`config.mk`:
```
export PLATFORM = sky130hd
export DESIGN_NAME = seq11011_tx
export DESIGN_NICKNAME = d
export VERILOG_FILES = /design/src/rtl/seq11011_tx.sv
export SDC_FILE = /design/constraint.sdc
export NUM_CORES = 1
export LEC_CHECK = 0
export CAP_MARGIN = 10
export CORE_MARGIN = 2
export CORE_UTILIZATION = 50
export CTS_CLUSTER_SIZE = 10
export DETAILED_ROUTE_END_ITERATION = 12
export GPL_TIMING_DRIVEN = 0
export PLACE_DENSITY_LB_ADDON = 0.25
export SLEW_MARGIN = 25
export SYNTH_ARGS = -nofsm -noshare
export SYNTH_HDL_FRONTEND = slang
export SYNTH_SLANG_ARGS = --single-unit
```
`constraint.sdc`:
```
create_clock -name clk -period 2.8 [get_ports clk]
set_input_delay 0.56 -clock clk [delete_from_list [all_inputs] [get_ports clk]]
set_output_delay 0.56 -clock clk [all_outputs]
set_load 0.01 [all_outputs]
```
`src/rtl/seq11011_tx.sv`:
```
// -----------------------------------------------------------------------------
// seq11011_tx
//
// Serial frame transmitter. Each accepted payload is sent as one frame, one
// bit per clock: the sync word 11011, then the payload MSB first with
// zero-stuffing, then GAP idle zeros. Stuffing keeps the pattern 11011 from
// appearing anywhere except at the end of the sync word. A downstream
// overlapping 11011 detector therefore fires exactly once per frame.
//
// Parameters
//   DATA_W    payload width in bits (>= 1)
//   GAP       idle zero bits after each frame (>= 1)
//
// Ports
//   clk        clock, all logic on the rising edge
//   rst        synchronous active-high reset
//   start      request to send data, accepted when start && ready
//   data       payload, sampled only at acceptance
//   ready      high only while idle
//   out        registered serial bit line
//   out_valid  high while a sync, payload or stuff bit is on out
//   stuff      high while the bit on out is a stuffed 0
//   done       one-cycle pulse on the last gap bit
// -----------------------------------------------------------------------------
module seq11011_tx #(
  parameter int DATA_W = 8,
  parameter int GAP    = 2
) (
  input  logic              clk,
  input  logic              rst,
  input  logic              start,
  input  logic [DATA_W-1:0] data,
  output logic              ready,
  output logic              out,
  output logic              out_valid,
  output logic              stuff,
  output logic              done
);

  localparam int BW = $clog2(DATA_W + 1);
  localparam int GW = $clog2(GAP + 1);

  // The state names the kind of bit currently on out.
  typedef enum logic [2:0] {
    S_IDLE,
    S_SYNC,
    S_DATA,
    S_STUFF,
    S_GAP
  } state_t;

  state_t            state;
  state_t            nxt;
  logic [DATA_W-1:0] shreg;
  logic [BW-1:0]     bit_cnt;   // payload bits sent so far
  logic [GW-1:0]     gap_cnt;   // index (1-based) of the gap bit on out
  logic [3:0]        hist;      // last four bits sent, newest in bit 0
  logic [3:0]        sync_sr;   // sync bits still to send, next in bit 3
  logic [2:0]        sync_cnt;  // number of sync bits still to send

  logic              stuff_due;
  logic              payload_done;
  logic [GW-1:0]     gap_next;

  assign stuff_due    = (hist == 4'b1101);
  assign payload_done = (bit_cnt == BW'(DATA_W));
  assign gap_next     = (state == S_GAP) ? gap_cnt + 1'b1 : GW'(1);

  // Decide what kind of bit goes on out in the next cycle. The sync word
  // itself contains 1101 but is never stuffed, so the stuff rule is only
  // evaluated after payload bits.
  always_comb begin
    // NOTE: default first so every path assigns nxt and no latch is inferred.
    nxt = state;
    case (state)
      S_IDLE:  nxt = start ? S_SYNC : S_IDLE;
      S_SYNC:  nxt = (sync_cnt != 3'd0) ? S_SYNC : S_DATA;
      S_DATA:  nxt = stuff_due ? S_STUFF : (payload_done ? S_GAP : S_DATA);
      S_STUFF: nxt = payload_done ? S_GAP : S_DATA;
      S_GAP:   nxt = (gap_cnt == GW'(GAP)) ? S_IDLE : S_GAP;
      default: nxt = S_IDLE;
    endcase
  end

  // NOTE: sequential state uses non-blocking assignments so every register
  // samples the pre-edge values, independent of statement order.
  always_ff @(posedge clk) begin
    if (rst) begin
      state     <= S_IDLE;
      ready     <= 1'b1;
      out       <= 1'b0;
      out_valid <= 1'b0;
      stuff     <= 1'b0;
      done      <= 1'b0;
      shreg     <= '0;
      bit_cnt   <= '0;
      gap_cnt   <= '0;
      hist      <= '0;
      sync_sr   <= '0;
      sync_cnt  <= '0;
    end else begin
      state <= nxt;
      stuff <= 1'b0;
      done  <= 1'b0;
      case (nxt)
        S_IDLE: begin
          ready     <= 1'b1;
          out       <= 1'b0;
          out_valid <= 1'b0;
          gap_cnt   <= '0;
        end
        S_SYNC: begin
          ready     <= 1'b0;
          out_valid <= 1'b1;
          if (state == S_IDLE) begin
            // Acceptance: the first sync bit goes out immediately. hist is
            // cleared and that first 1 is shifted in on the same edge.
            shreg    <= data;
            bit_cnt  <= '0;
            out      <= 1'b1;
            hist     <= 4'b0001;
            sync_sr  <= 4'b1011;
            sync_cnt <= 3'd4;
          end else begin
            out      <= sync_sr[3];
            hist     <= {hist[2:0], sync_sr[3]};
            sync_sr  <= {sync_sr[2:0], 1'b0};
            sync_cnt <= sync_cnt - 1'b1;
          end
        end
        S_DATA: begin
          out       <= shreg[DATA_W-1];
          out_valid <= 1'b1;
          hist      <= {hist[2:0], shreg[DATA_W-1]};
          shreg     <= shreg << 1;
          bit_cnt   <= bit_cnt + 1'b1;
        end
        S_STUFF: begin
          out       <= 1'b0;
          out_valid <= 1'b1;
          stuff     <= 1'b1;
          hist      <= {hist[2:0], 1'b0};
        end
        S_GAP: begin
          out       <= 1'b0;
          out_valid <= 1'b0;
          gap_cnt   <= gap_next;
          done      <= (gap_next == GW'(GAP));
        end
        default: begin
          out       <= 1'b0;
          out_valid <= 1'b0;
        end
      endcase
    end
  end

endmodule

```
==> results.md, run 1 <==
* WL final at 2.993 mm
* Most used DFF post-synth: dfxtp_1
* Number of global-route vias before repair at 1185
* Initial antenna violation count at 0
* Setup TNS at 0 ns
* Status: completed
* CTS Buffer Depth at 2
* Avg Synthesized Cell Area at 8.353 sq um
* Hold Path Cell Cnt at 2
* Hold Violations, Final at 0
* Total GRT Usage at 19.99%
* CTS buffer count at 5
* Setup crit start kind: flip-flop
* Maxcap violations at 0
* Residual DRC at 0
* H-tree depth at 2
* Clock root cell: clkbuf_4
* Hold WC Path Type: reg -> reg
* Area Overhead vs Synth at 16.60%
* VDD IR-drop max at 0.5529 mV
* Post-CTS Hold Fix Bufs at 0
* Die height at 58.23 um
* RePlAce Congestion at 0.8219
* Die width at 58.23 um
* CTS tree: yes
* # placed instances at 222
* Postcts setup bufs at 0
* Max-slew violation count at 0
* Slew @ Worst Pin at 0.7292 ns
* Top-count cell post-synth: dfxtp_1
* Mapped cell area at 1470 sq um
* DR vias at 1294
* Site Rows at 19
* Core Region at 2781 sq um
* Worst Setup End Kind: flip-flop
* Skew-Pair Late Insertion Delay at 0.34 ns
* Share of layout cells above drive strength 1 at 6.533%
* RSZ-0062 raised after global routing: no
* Starting DRT DRC Count at 23
* Leakage Power at 0.6578 nW
* Filler cells at 252
* Net Count, Synth at 192
* Critical Path Fanout Max at 10
* Cts repair resizes at 0
* Synth top area share at 44.94%
* Nets at 214
* Detail Route Antenna Nets at 0
* Placed wire-length estimate at 2.124 mm
* EDFF count, synth at 0
* WP data arrival at 2.49 ns
* I/O Buffers at 15
* Area contributors post-synth: dfxtp_1 (45%), nor2_1 (7.4%), nand2_1 (5.6%)
* Max Fclk at 450.5 MHz
* Synth cell types at 35
* Critical path's largest stage delay at 0.41 ns
* TritonRoute pass-1 iters at 4
* Total Die Area at 3390 sq um
* Io pins at 16
* Crit-path slowest cell: a21oi_1
* Final Instance Count excl. Fillers at 230
* Worst path cell trace: inv_1 > ha_1 > nand4b_1 > a21oi_1 > or4_1 > clkbuf_1 > clkbuf_1 > nand3_1 > a21oi_1
* CTS clk-pin slew, worst paths at 0.10 ns
* Async SR Flop Fraction at 0%
* First-pass GRT wire length at 5.023 mm
* GRT overflow at 0
* Sequential cell area fraction in the yosys report at 44.94%
* Fin Clk Skew at 0.003185 ns
* Post-route clock period utilization at 79.28%
* Most common library cells after synthesis: dfxtp_1 (33), nor2_1 (29), nand2_1 (22)
* P per Cell Area at 713.5 nW/um^2
* Vias per cell at 5.626
* N_diodes at 0
* Synth Instances at 176
* Largest net degree at the start of global routing at 11
* Tmin final at 2.220 ns
* WL/cell at 13.01 um
* Worst R2R Path Depth at 9
* Initial Util at 52.86%
* CTS sink cnt at 33
* Crit Path Category: reg -> reg
* Setup violations, final at 0
* Yosys warns at 0
* Biggest area consumer among synthesized cells: dfxtp_1
* Critical Path RT at 3.07 ns
* Relative slew slack at 50.98%
* Synth Register Bits at 33
==> kinds of logic (layout without fill, tap and decap cells) <==
family	count (synthesis)	in the layout	share of synthesized area, %
adder cells (fa/ha/maj)	5	5	4.255
buffers and inverters	17	40	4.936
AND/OR/NAND/NOR	92	92	31.58
multiplexers	3	3	2.128
flip-flops	33	33	44.94
XOR/XNOR	1	1	0.5959
AO/OA/AOI/OAI	25	25	11.58
==> cells in the final DEF (no fill, tap or decap) <==
| cell | n |
|---|---|
| nand2b_1 | 3 |
| mux2i_1 | 2 |
| inv_1 | 6 |
| a211oi_1 | 1 |
| a221oi_1 | 1 |
| buf_4 | 2 |
| nor2_1 | 29 |
| and2_1 | 1 |
| nor4_2 | 1 |
| nand2_1 | 22 |
| a21o_1 | 1 |
| or4_1 | 1 |
| clkbuf_4 | 5 |
| nor4b_1 | 4 |
| clkdlybuf4s50_1 | 15 |
| or3b_1 | 3 |
| a311oi_1 | 7 |
| a31oi_1 | 1 |
| or4b_2 | 1 |
| or3_1 | 2 |
| and3_1 | 2 |
| dfxtp_1 | 33 |
| and3b_1 | 1 |
| buf_2 | 1 |
| o21bai_1 | 3 |
| ha_1 | 5 |
| nor2b_1 | 2 |
| o22ai_1 | 1 |
| xor2_1 | 1 |
| and3b_4 | 1 |
| nor3_1 | 10 |
| mux2_2 | 1 |
| nand4b_1 | 2 |
| nand3_1 | 6 |
| or2_2 | 1 |
| clkbuf_1 | 11 |
| a21oi_1 | 10 |
==> layout make-up <==
| cell class | count | area (sq um) | area share (%) |
|---|---|---|---|
| multi-input cells | 126 | 743.2 | 43.36 |
| repair buffers | 15 | 150.1 | 8.759 |
| plain buffers | 11 | 50.05 | 2.920 |
| clock buffers | 8 | 48.80 | 2.847 |
| inverters | 6 | 22.52 | 1.314 |
| well taps | 31 | 38.79 | 2.263 |
| flip-flops and latches | 33 | 660.6 | 38.54 |
==> power by group <==
part           switching (mW)  leakage (nW)  internal (mW)
Clock                   0.158        0.0265          0.100
Combinational           0.212         0.361          0.161
Sequential             0.0417         0.271          0.550
Total                   0.412         0.658          0.811
==> worst max-delay path, delay by kind of cell (launching register included) <==
kind | cells | cell delay, ns
AOI/OAI and AO/OA | 2 | 0.55
adders and majority gates | 1 | 0.16
buffers and inverters | 3 | 0.68
DFF | 1 | 0.35
and+or+nand+nor | 3 | 0.40
==> metrics by stage <==
step | utilization (%) | cell area [sq um] | power (mW) | hold slack [ns] | worst slack (ns)
finish | 61.63 | 1714 | 1.223 | 0.4707 | 0.5803
global route | 61.63 | 1714 | 1.300 | 0.4896 | 0.3271
CTS | 61.63 | 1714 | 1.224 | 0.4708 | 0.5885
detailed placement | 59.87 | 1665 | 0.9707 | 0.4517 | 0.5449
global placement | 59.65 | 1659 | 0.9541 | 0.4402 | 0.1932
floorplan | - | 1470 | 0.8608 | 0.4323 | 0.8698
==> final timing paths <==
| kind | start | end | slack [ns] |
|---|---|---|---|
| worst max-delay path | bit_cnt[0] | bit_cnt[0] | 0.58 |
| worst min-delay path | gap_cnt[0] | gap_cnt[0] | 0.47 |
| worst max register to register | bit_cnt[0] | bit_cnt[0] | 0.58 |
| worst min register to register | gap_cnt[0] | gap_cnt[0] | 0.47 |
==> sequential cells by signal, summed over array words and instances (netlist names) <==
register / count
bit_cnt: 4
done: 1
gap_cnt: 2
hist: 4
out: 1
out_valid: 1
ready: 1
shreg: 8
state: 3
stuff: 1
sync_cnt: 3
sync_sr: 4
==> routing by layer <==
layer  track usage [%]  share of wire [%]
met1             23.54                 46
met2             31.82                 48
met3             8.482                5.3
met4             8.638               0.77
met5                 0                  0
Power figures use the tool's default switching activity.
==> run 2, diff against run 1 <==
Clock period 2.8 ns to 2.25 ns, I/O delays scaled along.
==> run 2 against run 1 <==
Effect of this change: worst setup slack got worse by 0.47 ns; sequential power is 24% higher; via count is 0.62% lower; die area unchanged; utilization grew 0.18 points; global-route usage unchanged; design area up 0.29%; combinational power grew 25%; final cell count unchanged; total power up 24%; non-clock buffer count did not move; highest routed layer unchanged.
==> results.md, run 2 (same netlist as run 1, synthesis figures left out) <==
* Site Rows at 19
* GRT overflow at 0
* Max-slew violation count at 0
* CTS Buffer Depth at 2
* Detail Route Antenna Nets at 0
* Hold WC Path Type: reg -> reg
* Critical Path RT at 2.51 ns
* CTS clk-pin slew, worst paths at 0.10 ns
* Cell-internal power at 1.011 mW
* Tmin final at 2.135 ns
* Number of global-route vias before repair at 1185
* Vias per cell at 5.591
* Critical path's largest stage delay at 0.50 ns
* I/O Buffers at 15
* WP buf/inv at 2
* Maxcap violations at 0
* CTS sink cnt at 33
* Die width at 58.23 um
* Pre-CTS setup slack at 0.07225 ns
* Seq pwr share at 48.4%
* WP data arrival at 2.40 ns
* First-pass GRT wire length at 5.023 mm
* RSZ-0062 raised after global routing: no
* Initial Util at 52.86%
* Area Overhead vs Synth at 16.94%
* VDD IR-drop max at 0.6885 mV
* Total GRT Usage at 19.99%
* Hold_ws at 0.4704 ns
* CTS buffer count at 5
* Critical Path Fanout Max at 6
* Crit-path leading delay family: simple AND/OR/NAND/NOR gates
* DR vias at 1286
* WL final at 2.980 mm
* Die height at 58.23 um
* Sw power at 0.5109 mW
* Post-route setup slack at 0.1148 ns
* Starting DRT DRC Count at 19
* Crit-path slowest cell: or4_1
* Worst Setup End Kind: flip-flop
* Most frequent cells in the layout: dfxtp_1 (33), nor2_1 (29), nand2_1 (22)
* Initial antenna violation count at 0
* Nets at 214
* N_diodes at 0
* CTS tree: yes
* Residual DRC at 0
* Setup violations, final at 0
* Core Region at 2781 sq um
* Relative slew slack at 49.31%
* Leakage Power at 0.6600 nW
* Most flops, register: shreg
* Placed wire-length estimate at 2.124 mm
* H-tree depth at 2
* P per Cell Area at 885.4 nW/um^2
* Max Fclk at 468.4 MHz
* Postcts setup bufs at 0
* Slew @ Worst Pin at 0.7541 ns
* Status: completed
* Max reg flops at 8
* WL/cell at 12.96 um
* Crit Path Category: reg -> reg
* Sw Share at 33.56%
* Post-route clock period utilization at 94.90%
* TritonRoute pass-1 iters at 4
* Worst path cell trace: inv_1 > ha_1 > and3b_4 > nor2_1 > or4_1 > clkbuf_1 > or3b_1 > a31oi_1
* RePlAce Congestion at 0.8219
* Clock root cell: clkbuf_4
* Skew-Pair Late Insertion Delay at 0.34 ns
* Setup crit start kind: flip-flop
* Hold Violations, Final at 0
* Filler cells at 251
* Total Die Area at 3390 sq um
* Combinational Power Share at 30.6%
* Io pins at 16
* Clock Power Share at 21.0%
* Fin Clk Skew at 0.003591 ns
* Share of layout cells above drive strength 1 at 7.538%
* Largest net degree at the start of global routing at 11
* Most common cell after layout, fill and taps aside: dfxtp_1
-- run 2: cell counts in the layout (fill, tap and decap cells not counted) --
No cell type changed its count.
-- run 2: power groups by stage --
stage	Clock, mW	Sequential, mW	Combinational [mW]
after floorplan	0	0.743	0.328
after global placement	0	0.745	0.443
after detailed placement	0	0.749	0.459
after CTS	0.324	0.736	0.464
after global routing	0.350	0.748	0.522
final	0.320	0.737	0.466
-- run 2: timing repair --
item,4_1_cts,5_1_grt
gates resized for setup,0,3
setup endpoints to repair,0,14
hold buffers,0,0
-- run 2: per-layer routing --
metal / wire, um / GRT usage (%) / vias to the layer above
met2: 1415 / 31.82 / 20
met3: 140 / 8.482 / 2
met4: 23 / 8.638 / 0
li1: - / - / 656
met5: 0 / 0 / -
met1: 1401 / 23.54 / 608
-- run 2: path summary, 6_finish.rpt --
check | startpoint | end | slack (ns) | cells past startpoint
max | sync_cnt[0] | bit_cnt[2] | 0.11 | 8
min | gap_cnt[0] | gap_cnt[0] | 0.47 | 2
min reg2reg | gap_cnt[0] | gap_cnt[0] | 0.47 | 2
max reg2reg | sync_cnt[0] | bit_cnt[2] | 0.11 | 8
-- run 2: worst reg2reg max path, stage by stage, from the launching register on --
cell and delay [ns]:
dfxtp_1 0.34, inv_1 0.08, ha_1 0.17, and3b_4 0.22, nor2_1 0.05, or4_1 0.50
clkbuf_1 0.17, or3b_1 0.40, a31oi_1 0.14
-- run 2: layout make-up --
cell class,count,area [sq um],area share (%)
buffer,11,51.30,2.984
clock buffer,8,48.80,2.838
inverter,6,22.52,1.310
multi-input combinational,126,747.0,43.45
sequential,33,660.6,38.43
tap,31,38.79,2.256
timing repair buffer,15,150.1,8.734
-- run 2: stage by stage --
step           utilization, %  cells  TNS [ns]  total power, mW  cell area (sq um)
6_report                61.81    230         0            1.522               1719
5_1_grt                 61.81    230         0            1.620               1719
4_1_cts                 61.63    230         0            1.523               1714
3_5_place_dp            59.87    222         0            1.208               1665
3_3_place_gp            59.65    222   -0.6150            1.187               1659
2_1_floorplan               -    176         0            1.071               1470
